[src/rtl/region_color_scanner_if.sv]
// rtl/region_color_scanner_if.sv - framebuffer read port between scanner and framebuffer RAM
`timescale 1ns/1ps

interface region_color_scanner_if;
   logic       rd_en;
   logic [8:0] rd_x;
   logic [7:0] rd_y;
   logic [2:0] rd_color;

   // scanner side issues addresses and receives read data
   modport master (output rd_en, rd_x, rd_y, input rd_color);
   // framebuffer side answers with one cycle of read latency
   modport slave  (input rd_en, rd_x, rd_y, output rd_color);
endinterface

[src/rtl/region_color_scanner.sv]
// rtl/region_color_scanner.sv - counts target-colored pixels in a square framebuffer region; REGION_FIRST_HIT_EN adds first-hit capture
`timescale 1ns/1ps

module region_color_scanner #(
   parameter int SIZE_LOG2 = 5
) (
   input  logic                   clk,
   input  logic                   reset_n,
   input  logic                   go,
   input  logic [8:0]             x_in,
   input  logic [7:0]             y_in,
   input  logic [2:0]             target_color,
   region_color_scanner_if.master fb,
   output logic                   busy,
   output logic                   done,
   output logic                   hit,
   output logic [2*SIZE_LOG2:0]   hit_count,
   output logic [8:0]             first_x,
   output logic [7:0]             first_y
);

   localparam int CW = 2 * SIZE_LOG2;

   typedef enum logic [1:0] {
      IDLE  = 2'd0,
      SCAN  = 2'd1,
      DRAIN = 2'd2,
      DONE  = 2'd3
   } state_t;

   state_t        state_q, state_d;
   logic [CW-1:0] count_q, count_d;
   logic [8:0]    base_x_q, base_x_d;
   logic [7:0]    base_y_q, base_y_d;
   logic [2:0]    target_q, target_d;
   logic          valid_q, valid_d;
   logic [CW:0]   hit_count_q, hit_count_d;

   logic [8:0]    rd_x_w;
   logic [7:0]    rd_y_w;
   logic          match;

   // read address is base plus the row-major offset; wraps naturally modulo 512 / 256
   assign rd_x_w = base_x_q + 9'(count_q[SIZE_LOG2-1:0]);
   assign rd_y_w = base_y_q + 8'(count_q[CW-1:SIZE_LOG2]);

   assign fb.rd_en = (state_q == SCAN);
   assign fb.rd_x  = rd_x_w;
   assign fb.rd_y  = rd_y_w;

   assign busy      = (state_q != IDLE);
   assign done      = (state_q == DONE);
   assign hit_count = hit_count_q;
   assign hit       = |hit_count_q;

   // returned pixel belongs to the address issued one cycle earlier
   assign match = valid_q && (fb.rd_color == target_q);

`ifdef REGION_FIRST_HIT_EN
   logic       found_q, found_d;
   logic [8:0] sx_q, sx_d, first_x_q, first_x_d;
   logic [7:0] sy_q, sy_d, first_y_q, first_y_d;

   assign first_x = first_x_q;
   assign first_y = first_y_q;

   // pipeline the address alongside valid and latch the first matching coordinate
   always_comb begin
      sx_d      = rd_x_w;
      sy_d      = rd_y_w;
      found_d   = found_q;
      first_x_d = first_x_q;
      first_y_d = first_y_q;
      if (state_q == IDLE && go) begin
         found_d   = 1'b0;
         first_x_d = '0;
         first_y_d = '0;
      end else if (match && !found_q) begin
         found_d   = 1'b1;
         first_x_d = sx_q;
         first_y_d = sy_q;
      end
   end

   // first-hit registers
   always_ff @(posedge clk or negedge reset_n) begin
      if (!reset_n) begin
         sx_q      <= '0;
         sy_q      <= '0;
         found_q   <= 1'b0;
         first_x_q <= '0;
         first_y_q <= '0;
      end else begin
         sx_q      <= sx_d;
         sy_q      <= sy_d;
         found_q   <= found_d;
         first_x_q <= first_x_d;
         first_y_q <= first_y_d;
      end
   end
`else
   assign first_x = '0;
   assign first_y = '0;
`endif

   // next-state, offset counter, request latch and hit accumulation
   always_comb begin
      state_d     = state_q;
      count_d     = count_q;
      base_x_d    = base_x_q;
      base_y_d    = base_y_q;
      target_d    = target_q;
      valid_d     = (state_q == SCAN);
      hit_count_d = hit_count_q;

      if (match) begin
         hit_count_d = hit_count_q + (CW+1)'(1);
      end

      case (state_q)
         IDLE: begin
            if (go) begin
               base_x_d    = x_in;
               base_y_d    = y_in;
               target_d    = target_color;
               hit_count_d = '0;
               count_d     = '0;
               state_d     = SCAN;
            end
         end
         SCAN: begin
            // counter wraps to zero on the last address so rd_x/rd_y fall back to the base
            count_d = count_q + CW'(1);
            if (count_q == '1) begin
               state_d = DRAIN;
            end
         end
         DRAIN: begin
            state_d = DONE;
         end
         DONE: begin
            state_d = IDLE;
         end
         default: begin
            state_d = IDLE;
         end
      endcase
   end

   // state and datapath registers
   always_ff @(posedge clk or negedge reset_n) begin
      if (!reset_n) begin
         state_q     <= IDLE;
         count_q     <= '0;
         base_x_q    <= '0;
         base_y_q    <= '0;
         target_q    <= '0;
         valid_q     <= 1'b0;
         hit_count_q <= '0;
      end else begin
         state_q     <= state_d;
         count_q     <= count_d;
         base_x_q    <= base_x_d;
         base_y_q    <= base_y_d;
         target_q    <= target_d;
         valid_q     <= valid_d;
         hit_count_q <= hit_count_d;
      end
   end

endmodule

[src/flat_wrapper.sv]
// flat-port wrapper written by rule: the top's interface ports become plain ports
module region_color_scanner_flat 
#(
   parameter int SIZE_LOG2 = 5
)
  (clk, reset_n, go, x_in, y_in, target_color, busy, done, hit, hit_count, first_x, first_y, fb_rd_en, fb_rd_x, fb_rd_y, fb_rd_color);
  region_color_scanner_if fb_i ();
  input  logic clk;
  input  logic reset_n;
  input  logic go;
  input  logic [8:0] x_in;
  input  logic [7:0] y_in;
  input  logic [2:0] target_color;
  output logic busy;
  output logic done;
  output logic hit;
  output logic [2*SIZE_LOG2:0] hit_count;
  output logic [8:0] first_x;
  output logic [7:0] first_y;
  output wire logic [$bits(fb_i.rd_en)-1:0] fb_rd_en;
  output wire logic [$bits(fb_i.rd_x)-1:0] fb_rd_x;
  output wire logic [$bits(fb_i.rd_y)-1:0] fb_rd_y;
  input wire logic [$bits(fb_i.rd_color)-1:0] fb_rd_color;
  assign fb_rd_en = fb_i.rd_en;
  assign fb_rd_x = fb_i.rd_x;
  assign fb_rd_y = fb_i.rd_y;
  assign fb_i.rd_color = fb_rd_color;
  region_color_scanner #(.SIZE_LOG2(SIZE_LOG2)) u_core (.clk(clk), .reset_n(reset_n), .go(go), .x_in(x_in), .y_in(y_in), .target_color(target_color), .fb(fb_i), .busy(busy), .done(done), .hit(hit), .hit_count(hit_count), .first_x(first_x), .first_y(first_y));
endmodule
[config.mk]
export PLATFORM = sky130hd
export DESIGN_NAME = region_color_scanner_flat
export DESIGN_NICKNAME = d
export VERILOG_FILES = /design/src/rtl/region_color_scanner_if.sv /design/src/rtl/region_color_scanner.sv /design/src/flat_wrapper.sv
export SDC_FILE = /design/constraint.sdc
export NUM_CORES = 1
export LEC_CHECK = 0
export ABC_AREA = 1
export BUFFER_PORTS_ARGS = -buffer_cell sky130_fd_sc_hd__buf_2
export CORE_ASPECT_RATIO = 1.1
export CORE_MARGIN = 2
export CORE_UTILIZATION = 35
export DETAILED_ROUTE_END_ITERATION = 8
export HOLD_SLACK_MARGIN = 0.15
export PLACE_DENSITY = 0.7
export SLEW_MARGIN = 20
export SYNTH_ARGS = -nofsm -noshare
export SYNTH_HDL_FRONTEND = slang
export SYNTH_SLANG_ARGS = --single-unit
[constraint.sdc]
create_clock -name clk -period 1.8 [get_ports clk]
set_clock_uncertainty 0.2 [all_clocks]
set_input_delay 0.27 -clock clk [delete_from_list [all_inputs] [get_ports clk]]
set_output_delay 0.27 -clock clk [all_outputs]
set_load 0.005 [all_outputs]
==> summary.txt <==
Outcome -> finished, violations left
Failing checks -> setup timing
Antenna violations before repair -> 0
Skew-Pair Late Insertion Delay -> 0.30 ns
Port bufs -> 57
Syn Area/Cell -> 7.35 µm²
WHS -> 0.272 ns
PwrDens -> 1140 nW/µm²
Chip Width -> 90.0 µm
Slack of the critical path -> -0.532 ns
Fmax -> 429 MHz
Root Buffer -> clkbuf_8
Clock power frac -> 14.0%
DRC viols -> 0
Nets -> 556
Ys Warns -> 0
Mapped Cells -> 388
DRT antenna net count -> 0
Clock buffer depth -> 2
Layout cells sized above 1 -> 32.6%
Final Instance Area -> 4120 µm²
Internal power -> 2.79 mW
RR Startpoint -> u_core.state_q[1]
RSZ-0062 raised after global routing -> true
Met2 wire length -> 3950 µm
DP Area -> 3430 µm²
WP data arrival -> 1.86 ns
Htree depth -> 2
Initial Utilization -> 36.0%
Sw Share -> 40.5%
Register area share after synthesis -> 38.6%
Leak -> 2.15 nW
Final setup viols -> 15
Commonest non-fill, non-tap cell in the layout -> nand2_1
CP Capture Type -> output port
Hold WC Path Type -> input port to asynchronous set/reset pin
Synth-to-layout area growth -> 44.5%
CP Launch Point -> u_core.base_x_q[0]
Final Slew Violations -> 0
Die area -> 8880 µm²
Worst setup endpoint -> fb_rd_x[6]
Library cells used by synthesis -> 29
Avg WL per Cell -> 12.0 µm
DR pass1 iterations -> 5
Via Count -> 2,900
Tcrit/Tclk final -> 130%
Reg power frac -> 34.1%
Gr usage total -> 16.5%
Worst-path clk slew -> 0.08 ns
Crit path launch type -> flop
Wl on met1 -> 3120 µm
Core area -> 7910 µm²
CP required -> 1.33 ns
Post-synthesis sequential element count -> 44
Reg2reg end -> u_core.count_q[6]
Ports -> 75
Antenna diodes -> 0
CTS tree -> done
Top Metal Used -> met4
Commonest non-fill, non-tap cells in the layout -> nand2_1 (115), buf_2 (57), inv_1 (44)
Chip height -> 98.6 µm
R2r worst-path depth -> 7
Vias per cell -> 4.68
GRT Residual Overflow -> 0
GPL Wtd Cong -> 0.890
Power share of the combinational group -> 52.0%
Cell Area, Synth -> 2850 µm²
Sw Pwr -> 1.90 mW
Detail Route met3 WL -> 264 µm
Total design power -> 4.68 mW
Row count -> 34
Clk sink count -> 44
Worst VDD drop -> 0.767 mV
CP Max Fanout -> 3
Final Hold Viols -> 0
Crit path kind -> flop to output port
Max Cap Violations -> 0
Final WL -> 7440 µm
Dpl hpwl -> 4980 µm
First-pass GRT wire length -> 12,100 µm
Initial DRC Count -> 134
Number of global-route vias before repair -> 2,782
R2R setup slack -> 0.07 ns
Final min period -> 2.33 ns
CTS buffer count -> 5
Largest net degree at the start of global routing -> 45
[synthesized netlist by cell type (all sizes together)]
library cell	number	area, µm²
a21o	1	7.51
a21oi	17	85.1
buf	20	143
clkbuf	3	11.3
conb	1	3.75
dfrtp	44	1100
fa	2	40.0
ha	17	213
inv	51	191
nand2	124	470
nand3	22	115
nand4	9	56.3
nor2	32	135
nor3	7	40.0
nor4	2	12.5
o2111ai	1	8.76
o211ai	1	7.51
o21ai	21	105
or2	4	25.0
xnor2	2	17.5
xor2	7	61.3
[stage by stage]
stage | cells | TNS [ns] | utilization, % | worst slack, ns
4_1_cts | 610 | -4.99 | 49.2 | -0.501
6_report | 620 | -5.11 | 52.1 | -0.532
5_1_grt | 620 | -6.27 | 52.1 | -0.616
3_5_place_dp | 575 | -1.01 | 43.4 | -0.209
2_1_floorplan | 404 | -0.0212 | - | -0.0212
3_3_place_gp | 575 | -0.723 | 43.4 | -0.172
[layout make-up]
cell class	instances	area [µm²]
fill	769	3790
tap	108	135
clock buffer	8	90.1
inverter	51	191
sequential	44	1110
multi-input combinational	286	1710
timing repair buffer	123	887
[timing repair]
item,in CTS,in global routing
setup buffers,5,10
gates resized for setup,23,38
hold endpoints to repair,65,0
hold buffers,22,0
setup endpoints to repair,20,39
pin swaps,16,11
[state kept, by name (all words and copies together) (netlist names)]
register and count:
u_core.target_q 3, u_core.count_q 10, u_core.base_x_q 9, u_core.base_y_q 8, u_core.hit_count 11, u_core.valid_q 1, u_core.state_q 2
[power groups by stage]
stage | combinational (mW) | clock, mW | sequential (mW)
floorplan | 1.22 | 0 | 1.50
global placement | 2.01 | 0 | 1.55
CTS | 2.26 | 0.661 | 1.57
finish | 2.43 | 0.654 | 1.60
global route | 2.76 | 0.709 | 1.64
detailed placement | 2.06 | 0 | 1.57
[routing by layer]
| layer | track usage, % | vias up |
|---|---|---|
| met3 | 2.91 | 13 |
| met1 | 19.5 | 1384 |
| met2 | 30.6 | 66 |
| li1 | - | 1437 |
| met5 | 0 | - |
| met4 | 4.97 | 0 |
[cell families (layout without fill, tap and decap cells)]
group | Yosys count | count (layout) | synth area share, %
AO/OA/AOI/OAI | 41 | 41 | 7.51
XOR/XNOR | 9 | 9 | 2.77
adder cells (fa/ha/maj) | 19 | 19 | 8.87
buffers and inverters | 74 | 182 | 12.1
flip-flops | 44 | 44 | 38.6
other | 1 | 17 | 0.132
AND/OR/NAND/NOR | 200 | 200 | 30.0
[worst max-delay path: stages (launching register included)]
cell and delay, ns:
dfrtp_1 0.39, ha_2 0.20, fa_2 0.35, nand3_2 0.09, nand2_2 0.07, nand2_1 0.07
nand2_1 0.06, nand2_1 0.08, nand2_1 0.07, nand2_1 0.07, buf_2 0.11
[how the worst min path moves through the flow]
| stage | cells after the start | end | startpoint |
|---|---|---|---|
| 6_report | 3 | u_core.hit_count[9] | reset_n |
| 5_1_grt | 3 | u_core.hit_count[9] | reset_n |
| 4_1_cts | 3 | u_core.hit_count[9] | reset_n |
| 3_5_place_dp | 2 | u_core.hit_count[9] | reset_n |
| 3_3_place_gp | 2 | u_core.hit_count[10] | reset_n |
| 2_1_floorplan | 0 | u_core.base_x_q[0] | reset_n |
No activity file was read; power rests on OpenSTA's default activity.
